[src/rtl/regfile_pkg.sv]
// Shared types and constants for the register-file arbiter.
package regfile_pkg;

  typedef enum logic [1:0] {
    StIdle,
    StIssue,
    StCapt,
    StResp
  } state_e;

  localparam logic [1:0] RW_NOP   = 2'b00;
  localparam logic [1:0] RW_WRITE = 2'b01;
  localparam logic [1:0] RW_READ  = 2'b10;

  // Encoding of last_grant / winner: which requester was served.
  localparam logic GNT_A = 1'b0;
  localparam logic GNT_B = 1'b1;

endpackage

[src/rtl/rr_arb2.sv]
// Two-way round-robin grant decision; purely combinational.
module rr_arb2
  import regfile_pkg::*;
(
  input  logic req_a,
  input  logic req_b,
  input  logic last_grant,
  output logic gnt_a,
  output logic gnt_b
);

  // On a tie the requester not served last time wins.
  assign gnt_a = req_a & (~req_b | (last_grant == GNT_B));
  assign gnt_b = req_b & (~req_a | (last_grant == GNT_A));

endmodule

[src/rtl/regfile_arbiter.sv]
// Arbitrates two requesters onto a single register-file port and returns
// acks and read data to the granted requester.
module regfile_arbiter
  import regfile_pkg::*;
#(
  parameter int unsigned DATA_W = 8,
  parameter int unsigned ADDR_W = 2
) (
  input  logic              clk,
  input  logic              rst,
  input  logic              req_a,
  input  logic              req_b,
  input  logic              wr_a,
  input  logic              wr_b,
  input  logic [ADDR_W-1:0] addr_a,
  input  logic [ADDR_W-1:0] addr_b,
  input  logic [DATA_W-1:0] wdata_a,
  input  logic [DATA_W-1:0] wdata_b,
  output logic              ack_a,
  output logic              ack_b,
  output logic [DATA_W-1:0] rdata_a,
  output logic [DATA_W-1:0] rdata_b,
  output logic              busy,
  output logic [1:0]        rf_read_write,
  output logic [ADDR_W-1:0] rf_rw_reg,
  output logic [DATA_W-1:0] rf_in,
  output logic              rf_reg_on,
  input  logic [DATA_W-1:0] rf_out
);

  state_e              state_q, state_d;
  logic                winner_q, winner_d;
  logic                wr_q, wr_d;
  logic                last_grant_q, last_grant_d;
  logic                rst_done_q, rst_done_d;
  logic                ack_a_q, ack_a_d;
  logic                ack_b_q, ack_b_d;
  logic [DATA_W-1:0]   rdata_a_q, rdata_a_d;
  logic [DATA_W-1:0]   rdata_b_q, rdata_b_d;
  logic [1:0]          rf_cmd_q, rf_cmd_d;
  logic [ADDR_W-1:0]   rf_reg_q, rf_reg_d;
  logic [DATA_W-1:0]   rf_in_q, rf_in_d;
  logic                rf_on_q, rf_on_d;
  logic                gnt_a, gnt_b;

  rr_arb2 u_rr_arb2 (
    .req_a      (req_a),
    .req_b      (req_b),
    .last_grant (last_grant_q),
    .gnt_a      (gnt_a),
    .gnt_b      (gnt_b)
  );

  always_comb begin
    state_d      = state_q;
    winner_d     = winner_q;
    wr_d         = wr_q;
    last_grant_d = last_grant_q;
    // Blocks granting on the first edge after reset release.
    rst_done_d   = 1'b1;
    ack_a_d      = 1'b0;
    ack_b_d      = 1'b0;
    rdata_a_d    = rdata_a_q;
    rdata_b_d    = rdata_b_q;
    rf_cmd_d     = rf_cmd_q;
    rf_reg_d     = rf_reg_q;
    rf_in_d      = rf_in_q;
    rf_on_d      = rf_on_q;

    unique case (state_q)
      StIdle: begin
        if (rst_done_q && (gnt_a || gnt_b)) begin
          winner_d     = gnt_b ? GNT_B : GNT_A;
          wr_d         = gnt_b ? wr_b : wr_a;
          last_grant_d = gnt_b ? GNT_B : GNT_A;
          // rf_reg/rf_in double as the latched addr/wdata for the transaction.
          rf_reg_d     = gnt_b ? addr_b : addr_a;
          rf_in_d      = gnt_b ? wdata_b : wdata_a;
          rf_cmd_d     = (gnt_b ? wr_b : wr_a) ? RW_WRITE : RW_READ;
          rf_on_d      = 1'b1;
          state_d      = StIssue;
        end
      end
      StIssue: begin
        if (wr_q) begin
          rf_cmd_d = RW_NOP;
          rf_on_d  = 1'b0;
          ack_a_d  = (winner_q == GNT_A);
          ack_b_d  = (winner_q == GNT_B);
          state_d  = StResp;
        end else begin
          state_d  = StCapt;
        end
      end
      StCapt: begin
        rf_cmd_d = RW_NOP;
        rf_on_d  = 1'b0;
        ack_a_d  = (winner_q == GNT_A);
        ack_b_d  = (winner_q == GNT_B);
        if (winner_q == GNT_B) begin
          rdata_b_d = rf_out;
        end else begin
          rdata_a_d = rf_out;
        end
        state_d  = StResp;
      end
      StResp: begin
        state_d = StIdle;
      end
      default: begin
        state_d = StIdle;
      end
    endcase
  end

  always_ff @(posedge clk or negedge rst) begin
    if (!rst) begin
      state_q      <= StIdle;
      winner_q     <= GNT_A;
      wr_q         <= 1'b0;
      last_grant_q <= GNT_B;
      rst_done_q   <= 1'b0;
      ack_a_q      <= 1'b0;
      ack_b_q      <= 1'b0;
      rdata_a_q    <= '0;
      rdata_b_q    <= '0;
      rf_cmd_q     <= RW_NOP;
      rf_reg_q     <= '0;
      rf_in_q      <= '0;
      rf_on_q      <= 1'b0;
    end else begin
      state_q      <= state_d;
      winner_q     <= winner_d;
      wr_q         <= wr_d;
      last_grant_q <= last_grant_d;
      rst_done_q   <= rst_done_d;
      ack_a_q      <= ack_a_d;
      ack_b_q      <= ack_b_d;
      rdata_a_q    <= rdata_a_d;
      rdata_b_q    <= rdata_b_d;
      rf_cmd_q     <= rf_cmd_d;
      rf_reg_q     <= rf_reg_d;
      rf_in_q      <= rf_in_d;
      rf_on_q      <= rf_on_d;
    end
  end

  assign ack_a         = ack_a_q;
  assign ack_b         = ack_b_q;
  assign rdata_a       = rdata_a_q;
  assign rdata_b       = rdata_b_q;
  assign busy          = (state_q != StIdle);
  assign rf_read_write = rf_cmd_q;
  assign rf_rw_reg     = rf_reg_q;
  assign rf_in         = rf_in_q;
  assign rf_reg_on     = rf_on_q;

endmodule
[config.mk]
export PLATFORM = sky130hd
export DESIGN_NAME = regfile_arbiter
export DESIGN_NICKNAME = d
export VERILOG_FILES = /design/src/rtl/regfile_pkg.sv /design/src/rtl/rr_arb2.sv /design/src/rtl/regfile_arbiter.sv
export SDC_FILE = /design/constraint.sdc
export NUM_CORES = 1
export LEC_CHECK = 0
export ABC_AREA = 1
export CAP_MARGIN = 25
export CORE_ASPECT_RATIO = 1.5
export CORE_MARGIN = 2
export CORE_UTILIZATION = 28
export DETAILED_ROUTE_END_ITERATION = 6
export GPL_TIMING_DRIVEN = 0
export PLACE_DENSITY = 0.58
export SYNTH_ARGS = -nofsm -noshare
export SYNTH_HDL_FRONTEND = slang
export SYNTH_SLANG_ARGS = --single-unit
[constraint.sdc]
create_clock -name clk -period 2.95 [get_ports clk]
set_input_delay 0.7375 -clock clk [delete_from_list [all_inputs] [get_ports clk]]
set_output_delay 0.7375 -clock clk [all_outputs]
set_load 0.01 [all_outputs]
==> run metrics <==
Setup crit end kind output port; WL final roughly 4200 µm; P per Cell Area 966.4 nW/µm²; Cell Chain, Critical Path inv_1, ha_1, inv_1, buf_2, clkdlybuf4s50_1; Worst path most repeated cell inv_1; clock tree buffer depth 2; wire per inst 11.97 µm; CTS Buf Count 5; post-CTS sizing 0; worst vdd ir about 0.33 mV; Worst Path Arrival 2.04 ns; largest net degree at the start of global routing 38; CP startpoint state_q[0]$_DFFE_PN0P_; relative max-transition margin 0.4443; CTS tree yes; RSZ-0062 raised after global routing false; final net count 318; Pre-Repair DR Iteration Count 4; fillers 583; final period utilization 0.9421; root buf cell clkbuf_8; final setup violation count 0; H-tree depth 2; DRT met1 WL 1681 µm; Buf/Inv on CP 4; vias in the first global route 1486; Post-route DRC 0; gr usage total 0.1409; Initial Util 0.2926; met2 routed WL 2324 µm; count leader, synth nand2_1; RePlAce Congestion 0.8374; sequential share of the synthesized area 0.5437; post-synth top area cell dfrtp_1; highest metal used met4; die width 67.72 µm; metal3 WL 147 µm; n_diodes 0; core box area between 5000 and 6000 µm²; Synth Flop Type dfrtp_1; Syn Nets between 200 and 250; Top Family by Delay on Critical Path buffers and inverters; top cells by count, synth nand2_1, dfrtp_1, o21ai_0; drt via density 4.303; I/O pins 66; CTS sink count 37; final setup margin 0.1708 ns; vias post-DR 1519; Worst path max stage delay 0.57 ns; pre-CTS setup slack 0.4808 ns; Pleak about 1.2 nW; max-cap violations 0; detailed-placement wirelength estimate 3171 µm; first-pass GRT wire length 7120 µm; DIE AREA between 6000 and 7000 µm²; Syn. warnings 0; Remaining Overflow, GRT 0; fmax 359.8 MHz; fin. max-slew vios 0; synthesized area 1705 µm²; CP Launch Type register; worst min path class register to register; FF+latch count, synth 37; initial antenna violation count 0; kind of critical path register to output port; Post-synth ARST share 1.000; Worst Path Required 2.21 ns; Synth top area share 0.5282; Clock Pin Slew Worst Setup and Hold Paths 0.07 ns; Final TNS setup 0 ns; Post-synth EDFFs 0; FP Rows 34; post-CTS setup buffers 0; IO buf count 65; Synth Instances about 210; Synth Area per Inst 8.160 µm²; CTS Hold Bufs 0; P&R area growth vs syn 49.23%; outcome completed; share of cells above drive strength 1 0.1032; initial drt markers between 40 and 50; number of routed nets with antenna violations 0; Area contributors post-synth dfrtp_1, nand2_1, o21ai_0, inv_1, nand2_2; critical path fanouts, max 10; clock latency on the worst-skew pair 0.28 ns; Critical-path top delay cell clkdlybuf4s50_1; minimum clock period 2.779 ns; area post-placement 2441 µm²; Final Hold Vio Count 0; Tightest Pin Transition 0.8336 ns; clock skew roughly 0.0067 ns; Yosys cell types 18; DIE HEIGHT 99.58 µm; FF-to-FF Start state_q[0]$_DFFE_PN0P_; Worst Hold Launch winner_q$_DFFE_PN0P_; design area 2545 µm²
final timing paths:
kind / end / slack, ns / cells after the start
worst max register to register: rdata_a[0]$_DFFE_PN0P_ / 1.46 / 6
max in group asynchronous: state_q[1]$_DFFE_PN0P_ / 1.87 / 1
worst min-delay path: ack_a$_DFF_PN0_ / 0.47 / 1
worst min register to register: ack_a$_DFF_PN0_ / 0.47 / 1
worst max-delay path: busy / 0.17 / 5
min in group asynchronous: rf_in[1]$_DFFE_PN0P_ / 0.55 / 1
power breakdown:
part	switching (mW)	internal [mW]	total [mW]
sequential	0.123	0.745	0.868
combinational	0.592	0.586	1.18
clock	0.168	0.246	0.414
total	0.883	1.58	2.46
logic make-up (layout without fill, tap and decap cells):
family / count (synthesis) / after routing / share of synthesized area
and+or+nand+nor: 107 / 107 / 0.2583
AOI/OAI and AO/OA: 35 / 35 / 0.1049
buffers and inverters: 26 / 98 / 0.06896
DFF: 37 / 37 / 0.5437
adders and majority gates: 3 / 3 / 0.02201
other: 1 / 1 / 0.002199
metrics by stage:
step / power, mW / std cells / hold slack, ns / util
floorplan: 1.463 / 209 / 0.4311 / -
global placement: 2.060 / 346 / 0.4471 / 0.4197
detailed placement: 2.073 / 346 / 0.4529 / 0.4188
CTS: 2.503 / 353 / 0.4630 / 0.4367
global route: 2.682 / 353 / 0.4898 / 0.4367
finish: 2.460 / 353 / 0.4657 / 0.4367
cell usage in the layout, fill, tap and decap left out:
master / netlist / routed
a21oi_1: 2 / 2
clkbuf_8: 0 / 5
o21ai_2: 1 / 1
nor3_1: 2 / 2
ha_1: 3 / 3
nand2_1: 82 / 82
bufinv_16: 0 / 1
nor2_1: 9 / 9
nand3_1: 3 / 3
clkdlybuf4s50_1: 0 / 64
inv_1: 18 / 18
buf_4: 2 / 2
buf_2: 4 / 5
clkinv_2: 0 / 1
inv_2: 1 / 1
nor2_4: 1 / 1
nand2_2: 10 / 10
dfstp_2: 1 / 1
conb_1: 1 / 1
buf_6: 1 / 1
o21ai_0: 32 / 32
dfrtp_1: 36 / 36
layer usage:
layer  vias up  global-route usage
li1        784                   -
met3         6             0.02715
met4         0             0.05181
met5         -                   0
met1       700              0.1582
met2        29              0.2541
worst register-to-register path: stages, from the launching register on:
cell and delay, ns:
dfrtp_1 0.40, inv_1 0.13, ha_1 0.26, nand2_1 0.22
buf_2 0.24, nand2_1 0.06, o21ai_0 0.07
final cells by class:
cell class | instances | area (µm²) | area share
Sequential cell | 37 | 927.1 | 0.3643
Multi-Input combinational cell | 146 | 660.6 | 0.2596
Timing Repair Buffer | 65 | 645.6 | 0.2537
Tap cell | 72 | 90.09 | 0.03540
Inverter | 19 | 71.32 | 0.02802
Clock buffer | 5 | 68.82 | 0.02704
Buffer | 7 | 46.29 | 0.01819
Clock inverter | 2 | 35.03 | 0.01377
Note: power is estimated with default switching activity, not from simulation.
